==> config.mk <==
export PLATFORM = sky130hd
export DESIGN_NAME = divider_flat
export DESIGN_NICKNAME = d
export VERILOG_FILES = /design/src/rtl/mul_div_pkg.sv /design/src/rtl/divider_if.sv /design/src/rtl/div_step.sv /design/src/rtl/divider.sv /design/src/flat_wrapper.sv
export SDC_FILE = /design/constraint.sdc
export NUM_CORES = 1
export LEC_CHECK = 0
export ABC_AREA = 1
export CAP_MARGIN = 20
export CELL_PAD_IN_SITES_DETAIL_PLACEMENT = 1
export CELL_PAD_IN_SITES_GLOBAL_PLACEMENT = 2
export CORE_MARGIN = 2
export CORE_UTILIZATION = 35
export DETAILED_ROUTE_END_ITERATION = 7
export HOLD_SLACK_MARGIN = 0.05
export MAX_ROUTING_LAYER = met4
export PLACE_DENSITY = 0.9
export SLEW_MARGIN = 15
export SYNTH_ARGS = -nofsm -noshare
export SYNTH_HDL_FRONTEND = slang
export SYNTH_SLANG_ARGS = --single-unit
==> constraint.sdc <==
create_clock -name clk -period 6.1 [get_ports clk]
set_clock_uncertainty 0.05 [all_clocks]
set_input_delay 0.915 -clock clk [delete_from_list [all_inputs] [get_ports clk]]
set_output_delay 0.915 -clock clk [all_outputs]
set_load 0.005 [all_outputs]
==> src/rtl/mul_div_pkg.sv <==
// Definitions shared by the multiply and divide units: handshake FSM states
// and the signed-overflow detector used when an operation is accepted.
package mul_div_pkg;

    typedef enum logic [1:0] {
        IDLE = 2'd0,
        CALC = 2'd1,
        FIX  = 2'd2,
        DONE = 2'd3
    } mul_div_state_e;

    // Most-negative dividend over -1 cannot be represented as a signed quotient.
    function automatic logic is_signed_overflow(input logic div_signed,
                                                input logic dvd_is_min,
                                                input logic dvs_is_ones);
        return div_signed & dvd_is_min & dvs_is_ones;
    endfunction

endpackage

==> src/rtl/divider_if.sv <==
// Request/response bundle between the execute stage and the divider.
interface divider_if #(
    parameter int XLEN = 32
);
    logic            inready;
    logic            invalid;
    logic            flush;
    logic            div_signed;
    logic [XLEN-1:0] dividend;
    logic [XLEN-1:0] divisor;
    logic            outvalid;
    logic [XLEN-1:0] quotient;
    logic [XLEN-1:0] remainder;

    modport master (
        input  inready, outvalid, quotient, remainder,
        output invalid, flush, div_signed, dividend, divisor
    );

    modport slave (
        output inready, outvalid, quotient, remainder,
        input  invalid, flush, div_signed, dividend, divisor
    );
endinterface

==> src/rtl/div_step.sv <==
// One radix-2 restoring division step: shift {rem,quo} left, trial-subtract
// the divisor magnitude in XLEN+1 bits, keep the difference when non-negative.
module div_step #(
    parameter int XLEN = 32
) (
    input  logic [XLEN-1:0] rem_in,
    input  logic [XLEN-1:0] quo_in,
    input  logic [XLEN-1:0] dvs,
    output logic [XLEN-1:0] rem_out,
    output logic [XLEN-1:0] quo_out
);
    logic        [XLEN:0] shifted;
    logic signed [XLEN:0] trial;

    always_comb begin
        shifted = {rem_in, quo_in[XLEN-1]};
        // The true difference lies in [-dvs, dvs), so the XLEN+1-bit sign is exact.
        trial   = $signed(shifted - {1'b0, dvs});
        if (!trial[XLEN]) begin
            rem_out = trial[XLEN-1:0];
            quo_out = {quo_in[XLEN-2:0], 1'b1};
        end else begin
            rem_out = shifted[XLEN-1:0];
            quo_out = {quo_in[XLEN-2:0], 1'b0};
        end
    end
endmodule

==> src/rtl/divider.sv <==
// Iterative restoring integer divider with RISC-V M semantics for divide by
// zero and signed overflow; fixed latency from accept to result.
module divider
    import mul_div_pkg::*;
#(
    parameter int XLEN = 32
) (
    input  logic      clk,
    input  logic      rst,
    divider_if.slave  bus
);
    localparam int CNT_W = $clog2(XLEN) + 1;

    mul_div_state_e   state, state_nxt;
    logic [CNT_W-1:0] cnt;
    logic [XLEN-1:0]  rem, quo, dvs_mag, dvd_raw;
    logic [XLEN-1:0]  rem_step, quo_step;
    logic [XLEN-1:0]  quotient_q, remainder_q;
    logic             neg_q, neg_r, div_zero, sovf;
    logic             accept, last_step, dvd_neg, dvs_neg;

    function automatic logic [XLEN-1:0] cond_neg(input logic neg, input logic [XLEN-1:0] v);
        return neg ? -v : v;
    endfunction

    assign accept    = (state == IDLE) && bus.invalid && !bus.flush;
    assign last_step = (cnt == CNT_W'(XLEN - 1));
    assign dvd_neg   = bus.div_signed & bus.dividend[XLEN-1];
    assign dvs_neg   = bus.div_signed & bus.divisor[XLEN-1];

    always_comb begin
        state_nxt = state;
        case (state)
            IDLE:    if (accept) state_nxt = CALC;
            CALC:    if (last_step) state_nxt = FIX;
            FIX:     state_nxt = DONE;
            DONE:    state_nxt = IDLE;
            default: state_nxt = IDLE;
        endcase
        if (bus.flush) state_nxt = IDLE;
    end

    always_ff @(posedge clk) begin
        if (!rst) begin
            state <= IDLE;
            cnt   <= '0;
        end else begin
            state <= state_nxt;
            if (accept)
                cnt <= '0;
            else if (state == CALC)
                cnt <= cnt + 1'b1;
        end
    end

    // Accept: capture magnitudes, sign fixups and special-case flags
    always_ff @(posedge clk) begin
        if (accept) begin
            dvd_raw  <= bus.dividend;
            rem      <= '0;
            quo      <= cond_neg(dvd_neg, bus.dividend);
            dvs_mag  <= cond_neg(dvs_neg, bus.divisor);
            neg_q    <= dvd_neg ^ dvs_neg;
            neg_r    <= dvd_neg;
            div_zero <= (bus.divisor == '0);
            sovf     <= is_signed_overflow(bus.div_signed,
                                           bus.dividend == {1'b1, {(XLEN-1){1'b0}}},
                                           &bus.divisor);
        end else if (state == CALC) begin
            rem <= rem_step;
            quo <= quo_step;
        end
    end

    div_step #(.XLEN(XLEN)) u_step (
        .rem_in  (rem),
        .quo_in  (quo),
        .dvs     (dvs_mag),
        .rem_out (rem_step),
        .quo_out (quo_step)
    );

    // FIX: sign correction and special cases into the held result registers
    always_ff @(posedge clk) begin
        if (!rst) begin
            quotient_q  <= '0;
            remainder_q <= '0;
        end else if (state == FIX && !bus.flush) begin
            if (div_zero) begin
                quotient_q  <= '1;
                remainder_q <= dvd_raw;
            end else if (sovf) begin
                quotient_q  <= dvd_raw;
                remainder_q <= '0;
            end else begin
                quotient_q  <= cond_neg(neg_q, quo);
                remainder_q <= cond_neg(neg_r, rem);
            end
        end
    end

    assign bus.inready   = (state == IDLE);
    assign bus.outvalid  = (state == DONE);
    assign bus.quotient  = quotient_q;
    assign bus.remainder = remainder_q;
endmodule

==> src/flat_wrapper.sv <==
// flat-port wrapper written by rule: the top's interface ports become plain ports
module divider_flat import mul_div_pkg::*;
#(
    parameter int XLEN = 32
)
  (clk, rst, bus_inready, bus_outvalid, bus_quotient, bus_remainder, bus_invalid, bus_flush, bus_div_signed, bus_dividend, bus_divisor);
  divider_if #(.XLEN(XLEN)) bus_i ();
  input  logic clk;
  input  logic rst;
  output wire logic [$bits(bus_i.inready)-1:0] bus_inready;
  output wire logic [$bits(bus_i.outvalid)-1:0] bus_outvalid;
  output wire logic [$bits(bus_i.quotient)-1:0] bus_quotient;
  output wire logic [$bits(bus_i.remainder)-1:0] bus_remainder;
  input wire logic [$bits(bus_i.invalid)-1:0] bus_invalid;
  input wire logic [$bits(bus_i.flush)-1:0] bus_flush;
  input wire logic [$bits(bus_i.div_signed)-1:0] bus_div_signed;
  input wire logic [$bits(bus_i.dividend)-1:0] bus_dividend;
  input wire logic [$bits(bus_i.divisor)-1:0] bus_divisor;
  assign bus_inready = bus_i.inready;
  assign bus_outvalid = bus_i.outvalid;
  assign bus_quotient = bus_i.quotient;
  assign bus_remainder = bus_i.remainder;
  assign bus_i.invalid = bus_invalid;
  assign bus_i.flush = bus_flush;
  assign bus_i.div_signed = bus_div_signed;
  assign bus_i.dividend = bus_dividend;
  assign bus_i.divisor = bus_divisor;
  divider #(.XLEN(XLEN)) u_core (.clk(clk), .rst(rst), .bus(bus_i));
endmodule
# After elaboration in Yosys (flattened, before gate mapping)
# Cells that the tools add are included.
dict set report word_totals {
  ff_bits 204
  in_bits 69
  out_inout_bits 66
  elab_cells 57
}
dict set report op_classes {
  addsub 6
  eq_ne 7
  muxes 15
  bitwise_logic 6
  n_reduce_logical 11
}
# operator count
set ops {}
lappend ops {{32-bit two-way mux} 11}
lappend ops {{32-bit negator} 4}
lappend ops {{33-bit by 32-bit subtractor with 33-bit output} 1}
lappend ops {{32-bit equality test, second input constant} 1}
lappend ops {{32-bit zero test} 1}
lappend ops {{32-bit AND reduction} 1}
lappend ops {{2-bit one-hot mux with 4 select lines} 1}
lappend ops {{6-bit by 1-bit adder with 6-bit output, second input constant} 1}
lappend ops {{6-bit by 5-bit equality test with 1-bit output, second input constant} 1}
lappend ops {{1-bit AND} 4}
lappend ops {{2-bit equality test, second input constant} 2}
lappend ops {{2-bit two-way mux} 2}
lappend ops {{2-bit by 1-bit != test with 1-bit output, second input constant} 2}
lappend ops {{2-bit OR reduction} 2}
lappend ops {{1-bit logical AND} 3}
lappend ops {{2-bit by 1-bit equality test with 1-bit output, second input constant} 1}
lappend ops {{2-bit zero test} 1}
lappend ops {{2-bit AND reduction} 1}
lappend ops {{2-bit nonzero test} 1}
lappend ops {{1-bit zero test} 1}
lappend ops {{1-bit two-way mux} 1}
lappend ops {{1-bit NOT} 1}
lappend ops {{1-bit XOR} 1}

# Depth between registers and ports, before layout
# Gate-level depths: netlist (run 1).
dict set report logic_depth {
  depth_word 5
  depth_mapped 19
  depth_no_buf 17
}

# Modules after synthesis
# Synthesis (run 1) repeated with hierarchy kept, for this count alone.
dict set report hier_totals {
  cells_unflattened 2236
  hier_area_um2 14769.2
}
# mod n_inst cells_each area_each_um2 seq_area_each_um2
set modules_own_cells {}
lappend modules_own_cells {divider 1 1522 11373.4 5084.9}
lappend modules_own_cells {div_step 1 714 3395.8 0.0}

# Least setup slack after synthesis (run 1)
# No wires, ideal clock.
dict set report synth_timing {
  path_type {input to register}
  from {in bus_flush}
  to {reg u_core.quo[11], data pin}
  setup_ns 0.362
  arrival_time_ns 3.444
  t_required_ns 5.688
  path_slack_ns 2.244
  cell_stages 5
  n_path_buf 1
  cell_sequence {inv_1 > nand3_1 > clkinv_1 > clkbuf_1 > o21ai_0}
}
dict set report synth_via {
  elab_chain_cells 3
}
# element line_no
set synth_lines {}
lappend synth_lines {{from (decl)} flat_wrapper.sv:15} ;# input wire logic [$bits(bus_i.flush)-1:0] bus_flush;
lappend synth_lines {{1-bit zero test} divider.sv:26} ;# assign accept = (state == IDLE) && bus.invalid && !bus.flush;
lappend synth_lines {{1-bit logical AND} divider.sv:26}
lappend synth_lines {{named net u_core.accept} divider.sv:20} ;# logic accept, last_step, dvd_neg, dvs_neg;
lappend synth_lines {{32-bit two-way mux} divider.sv:58} ;# if (accept) begin
lappend synth_lines {{to (signal assigned)} divider.sv:61} ;# quo <= cond_neg(dvd_neg, bus.dividend);
lappend synth_lines {{to (signal assigned)} divider.sv:71} ;# quo <= quo_step;
lappend synth_lines {{to (decl)} divider.sv:16} ;# logic [XLEN-1:0] rem, quo, dvs_mag, dvd_raw;
# The timed path passes the listed nets, and every way through them passes these cells.
# A chain may end at the register's enable or synchronous reset.

# Worst setup path after layout (run 1)
dict set report layout_timing {
  from {in bus_flush}
  to {reg u_core.state[1]}
}
dict set report layout_via {
  elab_chain_cells 4
  word_cells_on_any_way 5
  classes_between {eq/ne: 1; reduce/logical: 4}
}
# element line_no
set layout_lines {}
lappend layout_lines {{1-bit zero test} divider.sv:26}
lappend layout_lines {{1-bit logical AND} divider.sv:26}
lappend layout_lines {{2-bit by 1-bit != test with 1-bit output (no line)} n/a}
lappend layout_lines {{2-bit AND reduction (no line)} n/a}
lappend layout_lines {{to (signal assigned)} divider.sv:48} ;# state <= state_nxt;
lappend layout_lines {{to (decl)} divider.sv:14} ;# mul_div_state_e state, state_nxt;
# Parallel ways exist; a longest one is shown, timed or not.

==> flow_summary.toml, run 1 <==
[finish]
final_core_util_pct = 42.1
antenna_cells = 0
area_growth_pct = 18.9
num-fill-cells = 5136
nNetsFinal = 2322
drive_above_1_share_pct = 3.86

[clock_network]
holdBufCountCts = 0
cts-root-buf = "clkbuf_16"
cts_tree = "yes"
clkSlewWorstSetupHoldPaths_ns = 0.06
cts_resized = 0
cts_inserted_buffers = 24
clockBufferDepth = 3
post-cts-setup-buffers = 0
clk_latency_ns = 0.54
htree_levels = 1
clock-sinks = 204

[min_path]
holdPathEnd = "u_core.cnt[1]$_SDFFE_PP0P_"
min-delay-start = "u_core.cnt[1]$_SDFFE_PP0P_"
hold_class = "reg2reg"
whs_path_depth = 2

[route]
drc_errors = 0
via_per_inst = 5.32
drt_iter0_markers = 796
dr.pass1.iters = 5
vias = 14600
totalWireLength_um = 54800
ant_nets = 0
post_drt_wl_per_cell_um = 19.9

[grt]
grt_pass1_wl_um = 84000
antenna_found_initial = 1
track_usage_pct = 26.8
overflow = 0
grt_max_degree = 67
grt_pass1_vias = 14900

[worst_setup_path]
r2r-start = "u_core.state[0]$_SDFFE_PP0P_"
startpoint_type = "input port"
reg2reg_depth = 9
end_kind = "flip-flop"
worstSetupPathType = "in2reg"
crit_arrival_ns = 3.97
r2r-end = "u_core.state[1]$_SDFFE_PP0P_"
crit_required_ns = 6.50
r2r_slack_ns = 2.77
worstPathMaxFanout = 49

[synthesis]
ys_warn_count = 0
synth_edf_count = 100
syn_inst = 2103
ys_seq_area_share_pct = 36.3
syn_nets = 2215
syn_area_um2 = 14000
synth_ff_type = "dfxtp_1"
avgSynthCellArea_um2 = 6.67
ys_async_sr_fraction_pct = 0
synth_seq_cells = 204
ys_types = 45

[power]
p_per_area_nw_per_um2 = 224
leakagePower_nw = 7.70
vdd_drop_max_v = 0.000165

[sta]
period_needed_ns = 3.57
max_freq_mhz = 280
hold_viol = 0
rsz0062_at_grt = "no"
setup_tns_ns = 0
min_period_over_period_pct = 58.5
tightest_slew_ns = 1.06
slew_violations = 0
hold-worst-slack_ns = 0.439
slew_headroom_pct = 28.9
finalSetupViolCount = 0

[job]
maxCapViolCount = 0

[placement]
gp_congestion = 0.921
dp_hpwl_um = 43800
port-buffer-count = 134

[floorplanning]
die_x_um = 204
ios = 135
floorplan.rows = 73
die_area_um2 = 41700
start_util_pct = 35.4
die_h_um = 204
core-area_um2 = 39600

[run_status]
status = "finished clean"
==> worst max path at each step <==
stage	startpoint	to	slack, ns	cells after the start
final	bus_flush	u_core.state[1]$_SDFFE_PP0P_	2.53	9
after global routing	bus_flush	u_core.state[0]$_SDFFE_PP0P_	2.24	9
after CTS	bus_flush	u_core.quo[29]$_DFFE_PP_	2.51	9
after detailed placement	bus_flush	u_core.quo[2]$_DFFE_PP_	1.99	9
after global placement	bus_flush	u_core.quo[5]$_DFFE_PP_	2.07	9
after floorplan	bus_flush	u_core.quo[11]$_DFFE_PP_	2.24	5
==> kinds of logic (layout without fill, tap and decap cells) <==
family | count (synthesis) | after routing | share of synthesized area (%)
AO/OA/AOI/OAI | 344 | 344 | 12.8
XOR/XNOR | 73 | 73 | 4.56
adder cells (fa/ha/maj) | 43 | 43 | 3.89
buffers and inverters | 358 | 483 | 9.78
flip-flops | 204 | 204 | 36.3
AND/OR/NAND/NOR | 1081 | 1081 | 32.7
==> through the flow <==
step | cell area (µm²) | instances | setup slack (ns) | total power (W)
floorplan | 14000 | 2103 | 2.24 | 0.00197
global placement | 15900 | 2709 | 2.07 | 0.00223
detailed placement | 15900 | 2709 | 1.99 | 0.00225
CTS | 16700 | 2753 | 2.51 | 0.00376
global route | 16700 | 2753 | 2.24 | 0.00390
finish | 16700 | 2753 | 2.53 | 0.00374
==> state kept, by name, indices dropped and copies added (netlist names) <==
name / flops
u_core.bus.quotient: 32
u_core.bus.remainder: 32
u_core.cnt: 6
u_core.div_zero: 1
u_core.dvd_raw: 32
u_core.dvs_mag: 32
u_core.neg_q: 1
u_core.neg_r: 1
u_core.quo: 32
u_core.rem: 32
u_core.sovf: 1
u_core.state: 2
==> Yosys cell counts (2+ instances only) <==
cell type / instances / share of area (%)
o21a_1: 2 / 0.11
a21o_1: 3 / 0.16
nor4_1: 7 / 0.31
buf_4: 3 / 0.16
o211ai_1: 4 / 0.21
nand3b_1: 12 / 0.64
o21bai_1: 2 / 0.11
buf_1: 4 / 0.11
o21ai_1: 7 / 0.25
a22oi_1: 5 / 0.27
o21ai_0: 137 / 4.9
nand2_2: 7 / 0.31
or2_2: 7 / 0.31
a21oi_1: 169 / 6.0
nor2_1: 192 / 5.1
dfxtp_1: 104 / 15
and2_1: 5 / 0.22
buf_6: 2 / 0.16
clkbuf_1: 55 / 1.5
xnor2_1: 26 / 1.6
clkinv_1: 6 / 0.16
xor2_1: 47 / 2.9
o31ai_1: 7 / 0.37
nand2_1: 587 / 16
inv_2: 6 / 0.16
inv_1: 281 / 7.5
nor2_2: 6 / 0.27
a31oi_1: 3 / 0.13
nand4_1: 42 / 1.9
nor3_2: 2 / 0.14
nand3_1: 185 / 6.6
nor3b_1: 3 / 0.16
ha_1: 42 / 3.7
and3_1: 4 / 0.18
edfxtp_1: 100 / 21
nor3_1: 20 / 0.71
==> routing by layer <==
metal	global-route usage (%)	wire length, µm	vias to the layer above
li1	-	-	7072
met1	33.8	24200	7139
met2	45.0	26400	335
met3	3.03	2480	89
met4	8.23	1710	0
met5	-	0	-
==> report_power, final <==
part | switching (W) | internal, W
clock network | 0.000580 | 0.000925
registers | 0.0000717 | 0.00153
logic | 0.000412 | 0.000218
==> cell type report <==
cell class	count	area [µm²]	share of cell area (%)
clock buffers	33	658	3.95
well taps	525	657	3.94
repair buffers	146	1430	8.55
inverters	293	1100	6.60
flip-flops and latches	204	5080	30.5
clock inverters	11	170	1.02
multi-input cells	1541	7580	45.5
==> cells in the final DEF, fill, tap and decap left out, drive strengths merged, types with 8 or more instances in the layout <==
cell type,count
a21oi,170
buf,13
clkbuf,33
clkdlybuf4s50,133
clkinv,11
dfxtp,104
edfxtp,100
ha,42
inv,287
nand2,594
nand3,186
nand3b,12
nand4,42
nor2,198
nor3,22
o21ai,144
or2,8
xnor2,26
xor2,47
==> critical path: stages <==
cell             delay (ns)
clkdlybuf4s50_1        0.55
inv_1                  0.06
nand3_1                0.08
buf_4                  0.36
clkinv_2               0.69
buf_4                  0.57
o21ai_0                0.43
o21ai_0                0.13
a21oi_1                0.14
No activity file was read; power rests on OpenSTA's default activity.
==> run 2: changes to the inputs <==
--- a/config.mk
+++ b/config.mk
@@ -10,11 +10,11 @@
 export CELL_PAD_IN_SITES_DETAIL_PLACEMENT = 1
 export CELL_PAD_IN_SITES_GLOBAL_PLACEMENT = 2
 export CORE_MARGIN = 2
-export CORE_UTILIZATION = 35
+export CORE_UTILIZATION = 29
 export DETAILED_ROUTE_END_ITERATION = 7
 export HOLD_SLACK_MARGIN = 0.05
 export MAX_ROUTING_LAYER = met4
-export PLACE_DENSITY = 0.9
+export PLACE_DENSITY = 0.8
 export SLEW_MARGIN = 15
 export SYNTH_ARGS = -nofsm -noshare
 export SYNTH_HDL_FRONTEND = slang
==> constraint.sdc (replaced) <==
create_clock -name clk -period 3 [get_ports clk]
set_clock_uncertainty 0.05 [all_clocks]
set_input_delay 0.45 -clock clk [delete_from_list [all_inputs] [get_ports clk]]
set_output_delay 0.45 -clock clk [all_outputs]
set_load 0.005 [all_outputs]
==> flow_summary.toml, run 2 (synthesis results as in run 1) <==
[route]
post_drt_wl_per_cell_um = 19.4
wl_met3_um = 1880
ant_nets = 0
vias = 14500
wl_met1_um = 26000
via_per_inst = 5.06
drt_iter0_markers = 852
highest_layer = "met4"
dr_wl_met2_um = 26600
totalWireLength_um = 55700
dr.pass1.iters = 5
drc_errors = 0

[run_status]
status = "finished clean"

[sta]
max_freq_mhz = 366
period_needed_ns = 2.73
slew_violations = 0
tightest_slew_ns = 0.907
slew_headroom_pct = 39.5
min_period_over_period_pct = 91.0
rsz0062_at_grt = "no"
setup_tns_ns = 0
layout_setup_ws_ns = 0.269
finalSetupViolCount = 0
hold_viol = 0

[min_path]
min-delay-start = "rst"
whs_path_depth = 3
holdPathEnd = "u_core.bus.remainder[17]$_SDFFE_PN0P_"
hold_class = "in2reg"

[power]
p_clk_share_pct = 40.8
power_switching_w = 0.00225
switching_share_pct = 29.2
vdd_drop_max_v = 0.000370
comb_power_share_pct = 16.8
seq_power_share_pct = 42.4
p_per_area_nw_per_um2 = 452
leakagePower_nw = 7.85
internal_power_w = 0.00545

[worst_setup_path]
worstSetupPathType = "reg2reg"
reg2reg_depth = 18
slowest_delay_ns = 0.43
worstPathMaxFanout = 29
critPathSlowestCell = "fa_1"
r2r-start = "u_core.quo[31]$_DFFE_PP_"
r2r-end = "u_core.rem[20]$_SDFFE_PP0P_"
path_cells = "inv_1, ha_1, fa_1, inv_1, nand3_1, nand2_2, nand2_1, nand2_1, nand2_1, nand2_2, nand2_2, nand2_2, nand2_1, nand2_2, buf_12, nand2_1, nand3_1, nand2_1"
crit_required_ns = 3.38
crit_arrival_ns = 3.11
cp_top_family = "simple AND/OR/NAND/NOR gates"
cp_num_cells = 18
end_kind = "flip-flop"
path_buf_inv = 3
r2r_slack_ns = 0.27
startpoint_type = "flip-flop"
path_common_cell = "nand2_1"

[clock_network]
cts_tree = "yes"
clk_latency_ns = 0.57
htree_levels = 1
clkSlewWorstSetupHoldPaths_ns = 0.06
cts-root-buf = "clkbuf_16"
clockBufferDepth = 3
holdBufCountCts = 0
cts_inserted_buffers = 26
clock-sinks = 204

[placement]
placed_cells = 2823
port-buffer-count = 134
pre_cts_slack_ns = 0.194
gp_congestion = 0.894
dp_hpwl_um = 44800
placedInstanceArea_um2 = 16200

[floorplanning]
core-area_um2 = 47700
die_h_um = 224
die_x_um = 224
ios = 135
floorplan.rows = 80
start_util_pct = 29.4
die_area_um2 = 50100

[finish]
seqCellArea_um2 = 5090
antenna_cells = 0
nNetsFinal = 2348
drive_above_1_share_pct = 4.84
layout_common_cells = "nand2_1, inv_1, nor2_1"
stdcell_area_um2 = 17000
multi_input_area_um2 = 7580
final_cells = 2869
num-fill-cells = 6047
area_growth_pct = 21.4
final_common_cell = "nand2_1"

[grt]
track_usage_pct = 22.7
overflow = 0
grt_pass1_wl_um = 85400
antenna_found_initial = 0
grt_max_degree = 65
grt_pass1_vias = 14800

[job]
maxCapViolCount = 0
-- run 2: cell types whose count changed in the layout (fill, tap and decap cells not counted), moves of 2 or more --
cell,before,now
buf_4,12,33
clkbuf_1,4,9
buf_12,0,3
clkbuf_16,24,27
clkbuf_2,3,0
bufinv_16,4,2
clkinvlp_4,2,0
-- run 2: power by group through the flow --
stage	logic, W	registers (W)	clock network [W]
global route	0.00145	0.00327	0.00331
floorplan	0.000745	0.00325	0
detailed placement	0.00129	0.00331	0
finish	0.00130	0.00326	0.00314
CTS	0.00130	0.00326	0.00321
global placement	0.00126	0.00331	0
-- run 2: how the worst max path moves through the flow --
stage,startpoint,to
after floorplan,u_core.state[0]$_SDFFE_PP0P_,u_core.quo[0]$_DFFE_PP_
after global placement,u_core.rem[0]$_SDFFE_PP0P_,u_core.quo[0]$_DFFE_PP_
after detailed placement,u_core.rem[0]$_SDFFE_PP0P_,u_core.rem[7]$_SDFFE_PP0P_
after CTS,u_core.rem[0]$_SDFFE_PP0P_,u_core.rem[25]$_SDFFE_PP0P_
after global routing,u_core.quo[31]$_DFFE_PP_,u_core.rem[6]$_SDFFE_PP0P_
final,u_core.quo[31]$_DFFE_PP_,u_core.rem[20]$_SDFFE_PP0P_
-- run 2: timing repair --
item	CTS	global route
setup buffers	0	0
endpoints found under the setup margin	0	17
gates resized for setup	0	1
-- run 2: cell type report --
type	count	share of cell area (%)
multi-input cells	1541	44.5
well taps	615	4.52
inverters	293	6.47
clock buffers	38	4.33
clock inverters	8	0.610
repair buffers	170	9.66
flip-flops and latches	204	29.9
-- run 2: per-stage QoR --
| step | utilization (%) | power, W | hold slack (ns) |
|---|---|---|---|
| after CTS | 35.7 | 0.00776 | 0.356 |
| after global routing | 35.7 | 0.00803 | 0.387 |
| after global placement | 33.9 | 0.00457 | 0.425 |
| final | 35.7 | 0.00769 | 0.369 |
| after detailed placement | 33.9 | 0.00461 | 0.430 |
| after floorplan | - | 0.00400 | 0.407 |
-- run 2: worst reg2reg max path, delay by kind of cell, from the launching register on --
kind	cells	cell delay [ns]
buffers and inverters	3	0.38
flip-flops	1	0.36
adder cells (fa/ha/maj)	2	0.64
AND/OR/NAND/NOR	13	1.19
-- run 2: metal layers --
metal / global-route usage [%] / vias to the layer above
met1: 29.8 / 7052
met4: 5.38 / 0
met2: 37.8 / 268
li1: - / 7128
met3: 2.01 / 66
met5: - / -
